### src/rtl/pipe_hazard_ctrl.sv
// pipe_hazard_ctrl
// Hazard and forwarding controller for the in-order IF/ID/EXE/MEM/WB pipeline.
// A shadow pipeline of destination-register records (one per stage after ID)
// drives the ID-operand forwarding selects, load-use stalls, redirect flushes
// and the global freeze while data memory is busy.
//
// Optional feature: define HAZARD_PERF_EN to build saturating performance
// counters for load-use stalls, redirect flushes and memory freezes. Without
// the macro, no counter registers exist and the perf ports read zero.

module pipe_hazard_ctrl #(
    parameter  int REG_AW     = 5,
    parameter  int FWD_DEPTH  = 3,
    parameter  int LOAD_STAGE = 2,
    localparam int SEL_W      = $clog2(FWD_DEPTH + 1)
) (
    input  logic              clk,
    input  logic              rst,
    input  logic              id_valid,
    input  logic [REG_AW-1:0] id_rs1,
    input  logic [REG_AW-1:0] id_rs2,
    input  logic              id_rs1_en,
    input  logic              id_rs2_en,
    input  logic [REG_AW-1:0] id_rd,
    input  logic              id_we,
    input  logic              id_is_load,
    input  logic              exe_redirect,
    input  logic              mem_busy,
    output logic              stall_if,
    output logic              stall_id,
    output logic              bubble_exe,
    output logic              flush_if_id,
    output logic              freeze,
    output logic [SEL_W-1:0]  fwd_sel_rs1,
    output logic [SEL_W-1:0]  fwd_sel_rs2,
    output logic [31:0]       perf_lu_cnt,
    output logic [31:0]       perf_flush_cnt,
    output logic [31:0]       perf_mem_cnt
);

    // What the pipeline does this cycle, in priority order (freeze highest).
    typedef enum logic [1:0] {
        ACT_ADVANCE  = 2'd0,
        ACT_LOAD_USE = 2'd1,
        ACT_REDIRECT = 2'd2,
        ACT_FREEZE   = 2'd3
    } action_t;

    // Shadow slot records; index 1 is EXE, 2 is MEM, 3 is WB and so on.
    logic              slot_v  [1:FWD_DEPTH];
    logic [REG_AW-1:0] slot_rd [1:FWD_DEPTH];
    logic              slot_we [1:FWD_DEPTH];
    logic              slot_ld [1:FWD_DEPTH];

    logic [SEL_W-1:0]  rs1_sel;
    logic [SEL_W-1:0]  rs2_sel;
    logic              rs1_lu;
    logic              rs2_lu;
    logic              load_use;
    action_t           action;

    // Find the youngest producer for each operand; a load there that has not
    // yet reached the forwardable slot marks that operand as a load-use hazard.
    always_comb begin
        rs1_sel = '0;
        rs2_sel = '0;
        rs1_lu  = 1'b0;
        rs2_lu  = 1'b0;
        for (int k = FWD_DEPTH; k >= 1; k--) begin
            if (id_rs1_en && (id_rs1 != '0) && slot_v[k] && slot_we[k] &&
                (slot_rd[k] == id_rs1)) begin
                rs1_sel = SEL_W'(k);
                rs1_lu  = slot_ld[k] && (k < LOAD_STAGE);
            end
            if (id_rs2_en && (id_rs2 != '0) && slot_v[k] && slot_we[k] &&
                (slot_rd[k] == id_rs2)) begin
                rs2_sel = SEL_W'(k);
                rs2_lu  = slot_ld[k] && (k < LOAD_STAGE);
            end
        end
        load_use = id_valid && (rs1_lu || rs2_lu);
    end

    // Resolve the cycle's action: freeze beats redirect beats load-use.
    always_comb begin
        action = ACT_ADVANCE;
        if (mem_busy) begin
            action = ACT_FREEZE;
        end else if (exe_redirect) begin
            action = ACT_REDIRECT;
        end else if (load_use) begin
            action = ACT_LOAD_USE;
        end
    end

    // Drive the control outputs from the action; reset forces everything low.
    always_comb begin
        stall_if    = 1'b0;
        stall_id    = 1'b0;
        bubble_exe  = 1'b0;
        flush_if_id = 1'b0;
        freeze      = 1'b0;
        fwd_sel_rs1 = '0;
        fwd_sel_rs2 = '0;
        if (!rst) begin
            case (action)
                ACT_FREEZE: begin
                    freeze      = 1'b1;
                    stall_if    = 1'b1;
                    stall_id    = 1'b1;
                    fwd_sel_rs1 = rs1_sel;
                    fwd_sel_rs2 = rs2_sel;
                end
                ACT_REDIRECT: begin
                    flush_if_id = 1'b1;
                    bubble_exe  = 1'b1;
                    fwd_sel_rs1 = rs1_sel;
                    fwd_sel_rs2 = rs2_sel;
                end
                ACT_LOAD_USE: begin
                    stall_if   = 1'b1;
                    stall_id   = 1'b1;
                    bubble_exe = 1'b1;
                end
                default: begin
                    fwd_sel_rs1 = rs1_sel;
                    fwd_sel_rs2 = rs2_sel;
                end
            endcase
        end
    end

    // Advance the shadow pipeline exactly as the real one moves: hold on
    // freeze, insert an empty record on a bubble, else capture the ID record.
    always_ff @(posedge clk) begin
        if (rst) begin
            for (int k = 1; k <= FWD_DEPTH; k++) begin
                slot_v[k]  <= 1'b0;
                slot_rd[k] <= '0;
                slot_we[k] <= 1'b0;
                slot_ld[k] <= 1'b0;
            end
        end else if (action != ACT_FREEZE) begin
            for (int k = FWD_DEPTH; k >= 2; k--) begin
                slot_v[k]  <= slot_v[k-1];
                slot_rd[k] <= slot_rd[k-1];
                slot_we[k] <= slot_we[k-1];
                slot_ld[k] <= slot_ld[k-1];
            end
            if (action == ACT_ADVANCE) begin
                slot_v[1]  <= id_valid;
                slot_rd[1] <= id_rd;
                slot_we[1] <= id_we;
                slot_ld[1] <= id_is_load;
            end else begin
                slot_v[1]  <= 1'b0;
                slot_rd[1] <= '0;
                slot_we[1] <= 1'b0;
                slot_ld[1] <= 1'b0;
            end
        end
    end

`ifdef HAZARD_PERF_EN
    logic [31:0] lu_cnt_q;
    logic [31:0] flush_cnt_q;
    logic [31:0] mem_cnt_q;

    // Count stall, flush and freeze cycles, saturating at all-ones.
    always_ff @(posedge clk) begin
        if (rst) begin
            lu_cnt_q    <= '0;
            flush_cnt_q <= '0;
            mem_cnt_q   <= '0;
        end else begin
            if ((action == ACT_LOAD_USE) && (lu_cnt_q != 32'hFFFF_FFFF)) begin
                lu_cnt_q <= lu_cnt_q + 32'd1;
            end
            if ((action == ACT_REDIRECT) && (flush_cnt_q != 32'hFFFF_FFFF)) begin
                flush_cnt_q <= flush_cnt_q + 32'd1;
            end
            if ((action == ACT_FREEZE) && (mem_cnt_q != 32'hFFFF_FFFF)) begin
                mem_cnt_q <= mem_cnt_q + 32'd1;
            end
        end
    end

    assign perf_lu_cnt    = rst ? 32'd0 : lu_cnt_q;
    assign perf_flush_cnt = rst ? 32'd0 : flush_cnt_q;
    assign perf_mem_cnt   = rst ? 32'd0 : mem_cnt_q;
`else
    assign perf_lu_cnt    = 32'd0;
    assign perf_flush_cnt = 32'd0;
    assign perf_mem_cnt   = 32'd0;
`endif

endmodule

### config.mk
export PLATFORM = sky130hd
export DESIGN_NAME = pipe_hazard_ctrl
export DESIGN_NICKNAME = d
export VERILOG_FILES = /design/src/rtl/pipe_hazard_ctrl.sv
export SDC_FILE = /design/constraint.sdc
export NUM_CORES = 1
export LEC_CHECK = 0
export BUFFER_PORTS_ARGS = -buffer_cell sky130_fd_sc_hd__buf_4
export CAP_MARGIN = 5
export CORE_MARGIN = 10
export CORE_UTILIZATION = 41
export CTS_BUF_LIST = sky130_fd_sc_hd__clkbuf_2 sky130_fd_sc_hd__clkbuf_4 sky130_fd_sc_hd__clkbuf_8
export DETAILED_ROUTE_END_ITERATION = 8
export PLACE_DENSITY = 0.8
export SETUP_SLACK_MARGIN = 0.1
export SYNTH_ARGS = -nofsm -noshare
export SYNTH_HDL_FRONTEND = slang
export SYNTH_SLANG_ARGS = --single-unit
### constraint.sdc
create_clock -name clk -period 2.35 [get_ports clk]
set_input_delay 0 -clock clk [delete_from_list [all_inputs] [get_ports clk]]
set_output_delay 0 -clock clk [all_outputs]
set_load 0.05 [all_outputs]
After elaboration in Yosys (flattened, before gate mapping):

Memories as Yosys holds them, arrays and structs flattened.
Index checks and enable logic that the tools add are counted.

* RAM bits: 24
* logic and storage cells: 109
* bits in registers: 0
* memories kept: 4

* multiplexer cells: 52
* reduce and logical (&&, ||, !) cells: 27
* equal/unequal tests: 10
* bitwise gates (word level): 16

Memories
* slot_rd: depth 3, bits a word 5, read ports 3, clocked after Yosys merged registers in 0, wr ports 3, RTL line 51 `logic [REG_AW-1:0] slot_rd [1:FWD_DEPTH];`
* slot_ld: depth 3, bits a word 1, read ports 2, clocked after Yosys merged registers in 0, wr ports 3, RTL line 53 `logic slot_ld [1:FWD_DEPTH];`
* slot_v: depth 3, bits a word 1, read ports 3, clocked after Yosys merged registers in 0, wr ports 3, RTL line 50 `logic slot_v [1:FWD_DEPTH];`
* slot_we: depth 3, bits a word 1, read ports 3, clocked after Yosys merged registers in 0, wr ports 3, RTL line 52 `logic slot_we [1:FWD_DEPTH];`

Operators with widths (number)
* 1-bit 2-to-1 mux: 36
* 5-bit equality test: 6
* 2-bit 2-to-1 mux: 12
* 1-bit logical AND: 21
* 5-bit 2-to-1 mux: 4
* 1-bit OR: 16
* 5-bit nonzero test: 2
* 2-bit equality test, second input constant: 2
* 2-bit OR reduction: 2
* 2-bit by 1-bit equality test with 1-bit output, second input constant: 1
* 2-bit logical NOT: 1
* 2-bit inequality test, second input constant: 1
* 1-bit logical OR: 1

Depth between registers and ports, before layout:

Gate-level depths: netlist of run 1.

* depth in word-level cells: 18
* depth in mapped cells: 9
* depth with buffers taken out: 8

Least setup slack after synthesis of run 1:

Ideal clock, no wire load.

* path type: register -> register
* from: register slot_rd[0][8] (netlist name)
* to: memory slot_ld[1], enable pin
* buffers on the path: 0
* stages on the path, launching flop included: 9
* arrival: 3077 ps
* slack: -1124 ps
* required time: 1953 ps
* period minus slack after synthesis: 3474 ps
* cells stage by stage: edfxtp_1 -> xor2_1 -> or4_1 -> nor4_2 -> o21ai_0 -> nand2_1 -> ha_1 -> nor2b_1 -> inv_1

RTL lines (RTL line)
* end: declaration: 53

==> metrics.md, run 1 <==
| Metric | Value |
|---|---|
| Outcome | complete, but fails checks |
| Failing checks | setup timing |
| Antenna violations before repair | 0 |
| Crit path max-delay cell type | or4_4 |
| Internal power | 671 uW |
| # setup viols final | 8 |
| Synth async-reset ratio | 0% |
| Reg2Reg Setup Slack | -30 ps |
| DRC | 0 |
| Slew @ Worst Pin | 494 ps |
| Synthesized area per cell | 9.45 um^2 |
| Clock transition at path regs | 70 ps |
| Core Rows | 26 |
| Final net count | 300 |
| Period Utilization, post-route | 101% |
| Hpwl dp | 3950 um |
| Worst vdd ir | 0.000284 V |
| Global-route wire length before repair | 7220 um |
| Die height | 91.9 um |
| Clock Skew | 7.46 ps |
| Cell Chain, Critical Path | xor2_1 > or4_4 > nor4_4 > or2_1 > a21oi_2 > ha_1 > nor3b_2 > buf_4 > and2_1 |
| Fmax | 421 MHz |
| Area of the multi-input gates | 1140 um^2 |
| PnR worst setup slack | -27.7 ps |
| Commonest non-fill, non-tap cell in the layout | conb_1 |
| EDFF count, synth | 22 |
| ANT cells | 0 |
| Sink Count | 22 |
| Synth Instances | 224 |
| Cell taking the most area after synthesis | buf_4 |
| Worst path arrival time | 2400 ps |
| HP Class | input pin to flop |
| Area delta synth->final | 11.0% |
| IO Port Bufs | 32 |
| Post-synthesis sequential area ratio | 31.2% |
| Area share of the largest cell type after synthesis | 34.4% |
| Placed cell count | 333 |
| Number of global-route vias before repair | 1467 |
| Leakage | 0.00111 uW |
| Worst Hold End | slot_rd[0][8] |
| Share of cells above drive strength 1 | 26.2% |
| Startpoint Class | flop |
| Flop pwr share | 38.6% |
| Final std cells w/o fill | 341 |
| Reg area | 661 um^2 |
| FF-to-FF Start | slot_rd[0][5] |
| Hold Path Depth | 2 |
| I/O pins | 129 |
| Core area | 5040 um^2 |
| Pin count of the biggest net entering global routing | 23 |
| Worst hold start | id_rd[3] |
| Slew Limit Headroom | 66.8% |
| Sw power | 573 uW |
| Total wire length | 4670 um |
| All-layer global routing usage | 10.1% |
| H-tree depth | 1 |
| R2r worst-path depth | 9 |
| Place WS | -74.4 ps |
| Seq cells post-synth | 22 |
| First-pass DRT Iterations | 4 |
| Synth area leaders | buf_4 (34%), edfxtp_1 (31%), xnor2_1 (7.4%), and2_1 (6.5%), xor2_1 (5.0%) |
| Minimum clock period | 2380 ps |
| DR WL/cell | 13.7 um |
| Grt ovf | 0 |
| Via count | 1336 |
| Distinct cells, synth | 26 |
| Full die area | 8440 um^2 |
| PwrDens | 530 nW/um^2 |
| Final GP Congestion | 0.854 |
| CTS tree | done |
| Vias per cell | 3.92 |
| Die W | 91.9 um |
| Most frequent cells in the layout | conb_1 (96), buf_4 (42), edfxtp_1 (22) |
| Initial Util | 42.0% |
| Max-slew violation count | 0 |
| RSZ-0062 raised after global routing | true |
| Layout fillers | 470 |
| Setup crit end kind | flop |
| Initial DRC count | 43 |
| WHS | 12.4 ps |
| Switching Fraction | 46.0% |
| Logic pwr share | 42.7% |
| Max Root-Sink Buffers | 2 |
| Top FF cell, synth | edfxtp_1 |
| R2R Path End | slot_rd[0][7] |
| Mapped Area | 2120 um^2 |
| # hold bufs at CTS | 0 |
| Clock Tree Root | clkbuf_8 |
| Total of max-cap violations | 0 |
| Worst-path maximum fanout | 8 |
| WP data required | 2370 ps |
| Worst path max stage delay | 520 ps |
| Crit path kind | flop to flop |
| Clock group share of total power | 18.7% |
| Post-DRT Antenna Nets | 0 |
| Final hold vios | 0 |
| Yosys synthesis warning count | 0 |
| Skew-Pair Late Insertion Delay | 270 ps |
| Num CTS Buffers | 3 |
-- metrics by stage --
stage | TNS, ps | power, uW | cell area (um^2) | utilization, %
2_1_floorplan | -11910 | 1040 | 2500 | -
3_3_place_gp | -202 | 987 | 2190 | 43.4
3_5_place_dp | -1630 | 995 | 2190 | 43.4
4_1_cts | -4020 | 1230 | 2310 | 45.9
5_1_grt | -4910 | 1290 | 2350 | 46.6
6_report | -168 | 1240 | 2350 | 46.6
-- worst max path at each step --
stage	startpoint	endpoint	slack (ps)	cells after the start
global placement	slot_rd[0][5]	slot_rd[0][8]	-30	9
floorplan	slot_rd[0][8]	slot_ld[1]	-470	8
detailed placement	slot_rd[0][8]	slot_v[0][1]	-70	9
CTS	slot_rd[0][5]	freeze	-130	9
global route	slot_rd[0][5]	freeze	-140	9
finish	slot_rd[0][5]	slot_rd[0][7]	-30	9
-- critical path, delay by kind of cell (launching register included) --
family	cells	cell delay, ps
DFF	1	400
and+or+nand+nor	5	1090
buffers and inverters	1	150
xor gates and xnor gates	1	150
AOI/OAI and AO/OA	1	50
adders and majority gates	1	280
-- cell usage after synthesis (all sizes together), types with 4 or more instances --
cell,number
xnor2,18
a21oi,5
nor4,5
or4,5
buf,97
xor2,12
and2,22
edfxtp,22
nand3,4
nand4,4
nor2,4
-- cell families (layout without fill, tap and decap cells) --
group | after synthesis | count (layout) | synth area share [%]
other | 1 | 96 | 0.177
xor gates and xnor gates | 30 | 30 | 12.4
buffers and inverters | 102 | 54 | 35.3
AOI/OAI and AO/OA | 8 | 8 | 1.89
adders and majority gates | 3 | 3 | 1.77
and+or+nand+nor | 58 | 58 | 17.3
DFF | 22 | 22 | 31.2
-- power by group through the flow --
| stage | Clock (uW) | Sequential (uW) | Combinational [uW] |
|---|---|---|---|
| 3_5_place_dp | 0 | 490 | 505 |
| 4_1_cts | 237 | 480 | 517 |
| 5_1_grt | 252 | 483 | 556 |
| 6_report | 233 | 480 | 531 |
| 3_3_place_gp | 0 | 487 | 500 |
| 2_1_floorplan | 0 | 484 | 555 |
-- timing repair --
action | 4_1_cts | 5_1_grt
pin swaps | 7 | 5
gates cloned | 0 | 1
hold endpoints to repair | 0 | 0
setup buffers | 3 | 1
setup endpoints to repair | 52 | 52
resized for setup | 10 | 10
-- state kept, by name (all words and copies together) (netlist names) --
| signal | cells |
|---|---|
| slot_ld | 1 |
| slot_rd | 15 |
| slot_we | 3 |
| slot_v | 3 |
-- metal layers --
metal,track usage [%],up-vias,share of wire [%]
met3,4.65,3,11
li1,-,639,-
met4,2.31,0,0.66
met5,0,-,0
met1,9.94,630,35
met2,18.9,64,54
-- area by class of cell --
class,count,area share (%)
inverters,3,0.639
clock buffers,3,1.76
repair buffers,48,17.2
multi-input cells,195,48.6
well taps,70,3.73
flip-flops and latches,22,28.1
(Power assumes the default switching activity.)
==> run 2, diff against run 1 <==
--- a/config.mk
+++ b/config.mk
@@ -11,7 +11,7 @@
 export CORE_UTILIZATION = 41
 export CTS_BUF_LIST = sky130_fd_sc_hd__clkbuf_2 sky130_fd_sc_hd__clkbuf_4 sky130_fd_sc_hd__clkbuf_8
 export DETAILED_ROUTE_END_ITERATION = 8
-export PLACE_DENSITY = 0.8
+export PLACE_DENSITY = 0.76
 export SETUP_SLACK_MARGIN = 0.1
 export SYNTH_ARGS = -nofsm -noshare
 export SYNTH_HDL_FRONTEND = slang
==> run 2 against run 1 <==
  * The run still ends with setup timing left
  * Flip-flop and latch count unchanged
  * Critical path depth stayed put
  * Cell count down 0.59%
  * Routed wire length fell by 2.0%
  * Die area stayed put
  * Sequential power about the same
  * Power about the same
  * Maximum frequency decreased by 3.2%
  * Clock power increased by 2%
  * Worst hold slack improved by 2.9 ps
==> metrics.md, run 2 (same netlist as run 1, synthesis figures left out) <==
| Metric | Value |
|---|---|
| Outcome | complete, but fails checks |
| Failing checks | setup timing |
| Total of max-cap violations | 0 |
| Fin Setup TNS | -2630 ps |
| Worst Hold End | slot_we[0][1] |
| Max-slew violation count | 0 |
| Worst hold start | id_we |
| Period Utilization, post-route | 105% |
| Final net count | 297 |
| Num CTS Buffers | 3 |
| Clock Skew | 5.42 ps |
| Max reg flops | 15 |
| Commonest non-fill, non-tap cell in the layout | conb_1 |
| CTS tree | done |
| H-tree depth | 1 |
| FF-to-FF Start | slot_rd[0][8] |
| Worst path arrival time | 2600 ps |
| # setup viols final | 31 |
| Fmax | 407 MHz |
| Total wire length | 4570 um |
| Die height | 91.9 um |
| Final hold vios | 0 |
| Crit path kind | flop to flop |
| Setup crit end kind | flop |
| Skew-Pair Late Insertion Delay | 260 ps |
| Regs by FF count | slot_rd x15, slot_v x3, slot_we x3 |
| Vias per cell | 3.94 |
| Hold Path Depth | 2 |
| Post-DRT Antenna Nets | 0 |
| Critical Path Source | slot_rd[0][8] |
| Post-Place Cell Area | 2180 um^2 |
| Leakage | 0.00109 uW |
| All-layer global routing usage | 10.0% |
| Clock transition at path regs | 80 ps |
| Max Root-Sink Buffers | 2 |
| Final GP Congestion | 0.811 |
| Startpoint Class | flop |
| Full die area | 8440 um^2 |
| R2R Path End | slot_rd[0][5] |
| DRC | 0 |
| Core area | 5040 um^2 |
| Crit path max-delay cell type | or4_4 |
| Initial DRC count | 16 |
| Worst vdd ir | 0.000283 V |
| HP Class | input pin to flop |
| Largest Register | slot_rd |
| PwrDens | 539 nW/um^2 |
| Antenna violations before repair | 0 |
| Most frequent cells in the layout | conb_1 (96), buf_4 (41), edfxtp_1 (22) |
| Core Rows | 26 |
| Worst path max stage delay | 540 ps |
| PnR worst setup slack | -106 ps |
| R2r worst-path depth | 9 |
| WP data required | 2490 ps |
| I/O pins | 129 |
| Worst-path maximum fanout | 8 |
| Minimum clock period | 2460 ps |
| Grt ovf | 0 |
| Finished Cell Area | 2310 um^2 |
| Global-route wire length before repair | 7160 um |
| Cell Chain, Critical Path | xor2_1 > or4_4 > nor4_4 > or2_1 > a21oi_2 > ha_1 > nor3b_2 > buf_4 > and2_4 |
| RSZ-0062 raised after global routing | true |
| Clock Tree Root | clkbuf_8 |
| Via count | 1336 |
| WHS | 15.4 ps |
| Share of cells above drive strength 1 | 24.9% |
| Hpwl dp | 3960 um |
| ANT cells | 0 |
| DR WL/cell | 13.5 um |
| Area delta synth->final | 9.04% |
| Pin count of the biggest net entering global routing | 23 |
| IO Port Bufs | 32 |
| Sink Count | 22 |
| Reg2Reg Setup Slack | -110 ps |
| Die W | 91.9 um |
| First-pass DRT Iterations | 4 |
| Number of global-route vias before repair | 1439 |
| Initial Util | 42.0% |
## run 2: cell count changes in the layout (fill, tap and decap cells not counted)
cell and delta:
and2_4 +1, nor3_2 -1, buf_12 -1, and2_1 -1, or4_4 -1, or4_1 +1, buf_6 -1, nor3_1 +1
clkinv_1 +1, buf_4 -1
## run 2: cell type report
type / instances / area, um^2
clock inverter: 1 / 3.75
sequential: 22 / 661
clock buffer: 3 / 41.3
tap: 70 / 87.6
timing repair buffer: 45 / 365
inverter: 3 / 15.0
multi-input combinational: 195 / 1130
fill: 506 / 2730
## run 2: per-layer routing
| layer | GRT usage, % | up-vias | wire length [um] |
|---|---|---|---|
| li1 | - | 637 | - |
| met1 | 9.08 | 630 | 1450 |
| met2 | 19.5 | 64 | 2560 |
| met3 | 4.97 | 5 | 533 |
| met4 | 1.93 | 0 | 34 |
| met5 | 0 | - | 0 |
## run 2: metrics by stage
step | util [%] | total power [uW] | worst slack, ps | std cells
floorplan | - | 1040 | -467 | 319
detailed placement | 43.3 | 994 | -69.4 | 332
finish | 45.8 | 1240 | -106 | 339
global route | 45.8 | 1290 | -202 | 339
CTS | 45.5 | 1230 | -67.4 | 340
global placement | 43.3 | 987 | -26.0 | 332
## run 2: worst max-delay path by stage
stage / slack [ps] / cells past startpoint / endpoint
floorplan: -470 / 8 / slot_ld[1]
global placement: -30 / 9 / slot_rd[0][5]
detailed placement: -70 / 9 / slot_rd[0][5]
CTS: -70 / 9 / slot_rd[0][5]
global route: -200 / 9 / slot_v[0][3]
finish: -110 / 9 / slot_rd[0][5]
## run 2: what timing repair did
item                                    in CTS  in global routing
resized for setup                           10                  6
endpoints found under the setup margin      52                 52
buffers inserted                             4                  1
pin swaps                                   10                  3
hold buffers                                 0                  0
## run 2: report_power, final
part	switching (uW)	total, uW	internal, uW	leakage [uW]
logic	434	529	95.1	0.000814
clock network	121	238	117	0.0000231
registers	19.3	478	459	0.000248
## run 2: worst max-delay path, delay by kind of cell, from the launching register on
| family | cells | cell delay [ps] |
|---|---|---|
| DFF | 1 | 410 |
| and+or+nand+nor | 5 | 1260 |
| buffers and inverters | 1 | 160 |
| xor gates and xnor gates | 1 | 160 |
| AOI/OAI and AO/OA | 1 | 60 |
| adders and majority gates | 1 | 300 |
==> run 3, diff against run 2 <==
--- a/config.mk
+++ b/config.mk
@@ -11,7 +11,9 @@
 export CORE_UTILIZATION = 41
 export CTS_BUF_LIST = sky130_fd_sc_hd__clkbuf_2 sky130_fd_sc_hd__clkbuf_4 sky130_fd_sc_hd__clkbuf_8
 export DETAILED_ROUTE_END_ITERATION = 8
+export GPL_TIMING_DRIVEN = 0
 export PLACE_DENSITY = 0.76
+export RECOVER_POWER = 100
 export SETUP_SLACK_MARGIN = 0.1
 export SYNTH_ARGS = -nofsm -noshare
 export SYNTH_HDL_FRONTEND = slang
==> run 3 against run 2 <==
  * The flow still finishes with violations (setup timing)
  * Critical path type unchanged
  * Critical path depth down 1
  * Clock power hardly changed
  * Clock skew is 1.0 ps lower
  * Global-route usage is 1.3 points higher
  * Maximum frequency down 3.4%
  * Die area unchanged
  * Power is 11% higher
  * Sequential power about the same
==> metrics.md, run 3 (same netlist as run 1, synthesis figures left out) <==
| Metric | Value |
|---|---|
| Outcome | complete, but fails checks |
| Failing checks | setup timing |
| WHS | 11.9 ps |
| Minimum clock period | 2540 ps |
| Sink Count | 22 |
| Global-route wire length before repair | 7840 um |
| Slew @ Worst Pin | 662 ps |
| Max-slew violation count | 0 |
| Total wire length | 5160 um |
| Final GP Congestion | 0.915 |
| Worst path arrival time | 2670 ps |
| CTS tree | done |
| Fmax | 393 MHz |
| IO Port Bufs | 31 |
| Max Root-Sink Buffers | 2 |
| PnR worst setup slack | -192 ps |
| Crit path kind | flop to flop |
| Max reg flops | 15 |
| Final net count | 392 |
| Leakage | 0.00159 uW |
| Number of global-route vias before repair | 1579 |
| Flop pwr share | 34.8% |
| Worst hold start | id_rd[4] |
| Worst-path maximum fanout | 8 |
| Regs by FF count | slot_rd x15, slot_v x3, slot_we x3 |
| # setup viols final | 44 |
| PwrDens | 452 nW/um^2 |
| Core Rows | 26 |
| Via count | 1585 |
| FF-to-FF Start | slot_rd[0][8] |
| Largest Register | slot_rd |
| Clock Skew | 4.40 ps |
| Full die area | 8440 um^2 |
| GRT busiest layer | met2 |
| Core area | 5040 um^2 |
| # hold bufs at CTS | 0 |
| Worst path max stage delay | 550 ps |
| Internal power | 779 uW |
| Clock group share of total power | 17.2% |
| GR Util met2 | 21.1% |
| Antenna violations before repair | 0 |
| Placed cell count | 420 |
| Final std cells w/o fill | 434 |
| Final hold vios | 0 |
| HP Class | input pin to flop |
| Layout fillers | 417 |
| Initial Util | 42.0% |
| Die height | 91.9 um |
| Delay-heaviest family, CP | simple AND/OR/NAND/NOR gates |
| Switching Fraction | 43.5% |
| Most frequent cells in the layout | buf_4 (125), conb_1 (96), and2_1 (22), edfxtp_1 (22), xnor2_1 (18) |
| Vias per cell | 3.65 |
| Share of cells above drive strength 1 | 43.1% |
| Hpwl dp | 4300 um |
| First-pass DRT Iterations | 4 |
| Met3 usage | 4.24% |
| Total of max-cap violations | 0 |
| WP data required | 2480 ps |
| Period Utilization, post-route | 108% |
| Crit path max-delay cell type | or4_4 |
| DR WL/cell | 11.9 um |
| Initial DRC count | 33 |
| Commonest non-fill, non-tap cell in the layout | buf_4 |
| Fin Setup TNS | -5910 ps |
| Clock transition at path regs | 80 ps |
| Sw power | 600 uW |
| RSZ-0062 raised after global routing | true |
| Skew-Pair Late Insertion Delay | 260 ps |
| Pin count of the biggest net entering global routing | 13 |
| GR Util met1 | 11.0% |
| All-layer global routing usage | 11.3% |
| WP buf/inv | 0 |
| Post-DRT Antenna Nets | 0 |
| Logic pwr share | 48.0% |
| H-tree depth | 1 |
| Slew Limit Headroom | 55.9% |
| Worst vdd ir | 0.000358 V |
| Final Util | 60.4% |
| Startpoint Class | flop |
| I/O pins | 129 |
| Critical Path Source | slot_rd[0][8] |
| Cell Chain, Critical Path | xor2_1 > or4_4 > nor4_4 > or2_1 > a21oi_2 > ha_1 > nor3b_4 > and2_1 |
| Area delta synth->final | 44.0% |
| Die W | 91.9 um |
| ANT cells | 0 |
| Clock Tree Root | clkbuf_8 |
| Setup crit end kind | flop |
| Grt ovf | 0 |
| DRC | 0 |
| Num CTS Buffers | 3 |
## run 3: cell types whose count changed in the layout (fill, tap and decap cells not counted), moves of 2 or more
cell,delta
buf_4,+84
and2_1,+5
and2_4,-5
buf_6,+3
clkinvlp_4,+3
clkbuf_1,+2
clkbuf_4,+2
## run 3: what timing repair did
item / in CTS / in global routing
gates resized for setup: 11 / 16
cloned: 4 / 0
endpoints found under the setup margin: 51 / 52
setup buffers: 4 / 2
pin swaps: 16 / 8
## run 3: per-stage QoR
step	setup WS, ps	power [uW]	cell area (um^2)
2_1_floorplan	-467	1040	2500
3_3_place_gp	-509	1100	2830
3_5_place_dp	-543	1110	2830
4_1_cts	-209	1360	2970
5_1_grt	-336	1440	3050
6_report	-192	1380	3050
## run 3: layout make-up
type | count | area (um^2) | share of cell area, %
inverter | 3 | 15.0 | 0.493
buffer | 99 | 739 | 24.3
sequential | 22 | 661 | 21.7
clock buffer | 3 | 41.3 | 1.35
multi-input combinational | 195 | 1150 | 37.9
timing repair buffer | 38 | 323 | 10.6
tap | 70 | 87.6 | 2.87
clock inverter | 1 | 3.75 | 0.123
timing repair inverter | 3 | 22.5 | 0.739
## run 3: path summary, 6_finish.rpt
kind              slack (ps)            end  cells after the start
setup / recovery        -190   slot_v[0][1]                      8
setup reg to reg        -190   slot_v[0][1]                      8
hold reg to reg          600   slot_v[0][3]                      1
hold / removal            10  slot_rd[0][9]                      2
## run 3: per-layer routing
layer  wire, um  share of wire [%]  vias up
li1           -                  -      822
met5          0                  0        -
met2       2920                 57       67
met4         72                1.4        0
met1       1730                 33      688
met3        444                8.6        8
## run 3: power groups by stage
| stage | Sequential, uW | Combinational (uW) | Clock (uW) |
|---|---|---|---|
| 2_1_floorplan | 484 | 555 | 0 |
| 3_3_place_gp | 489 | 614 | 0 |
| 3_5_place_dp | 490 | 618 | 0 |
| 4_1_cts | 480 | 639 | 238 |
| 5_1_grt | 482 | 697 | 260 |
| 6_report | 480 | 662 | 237 |
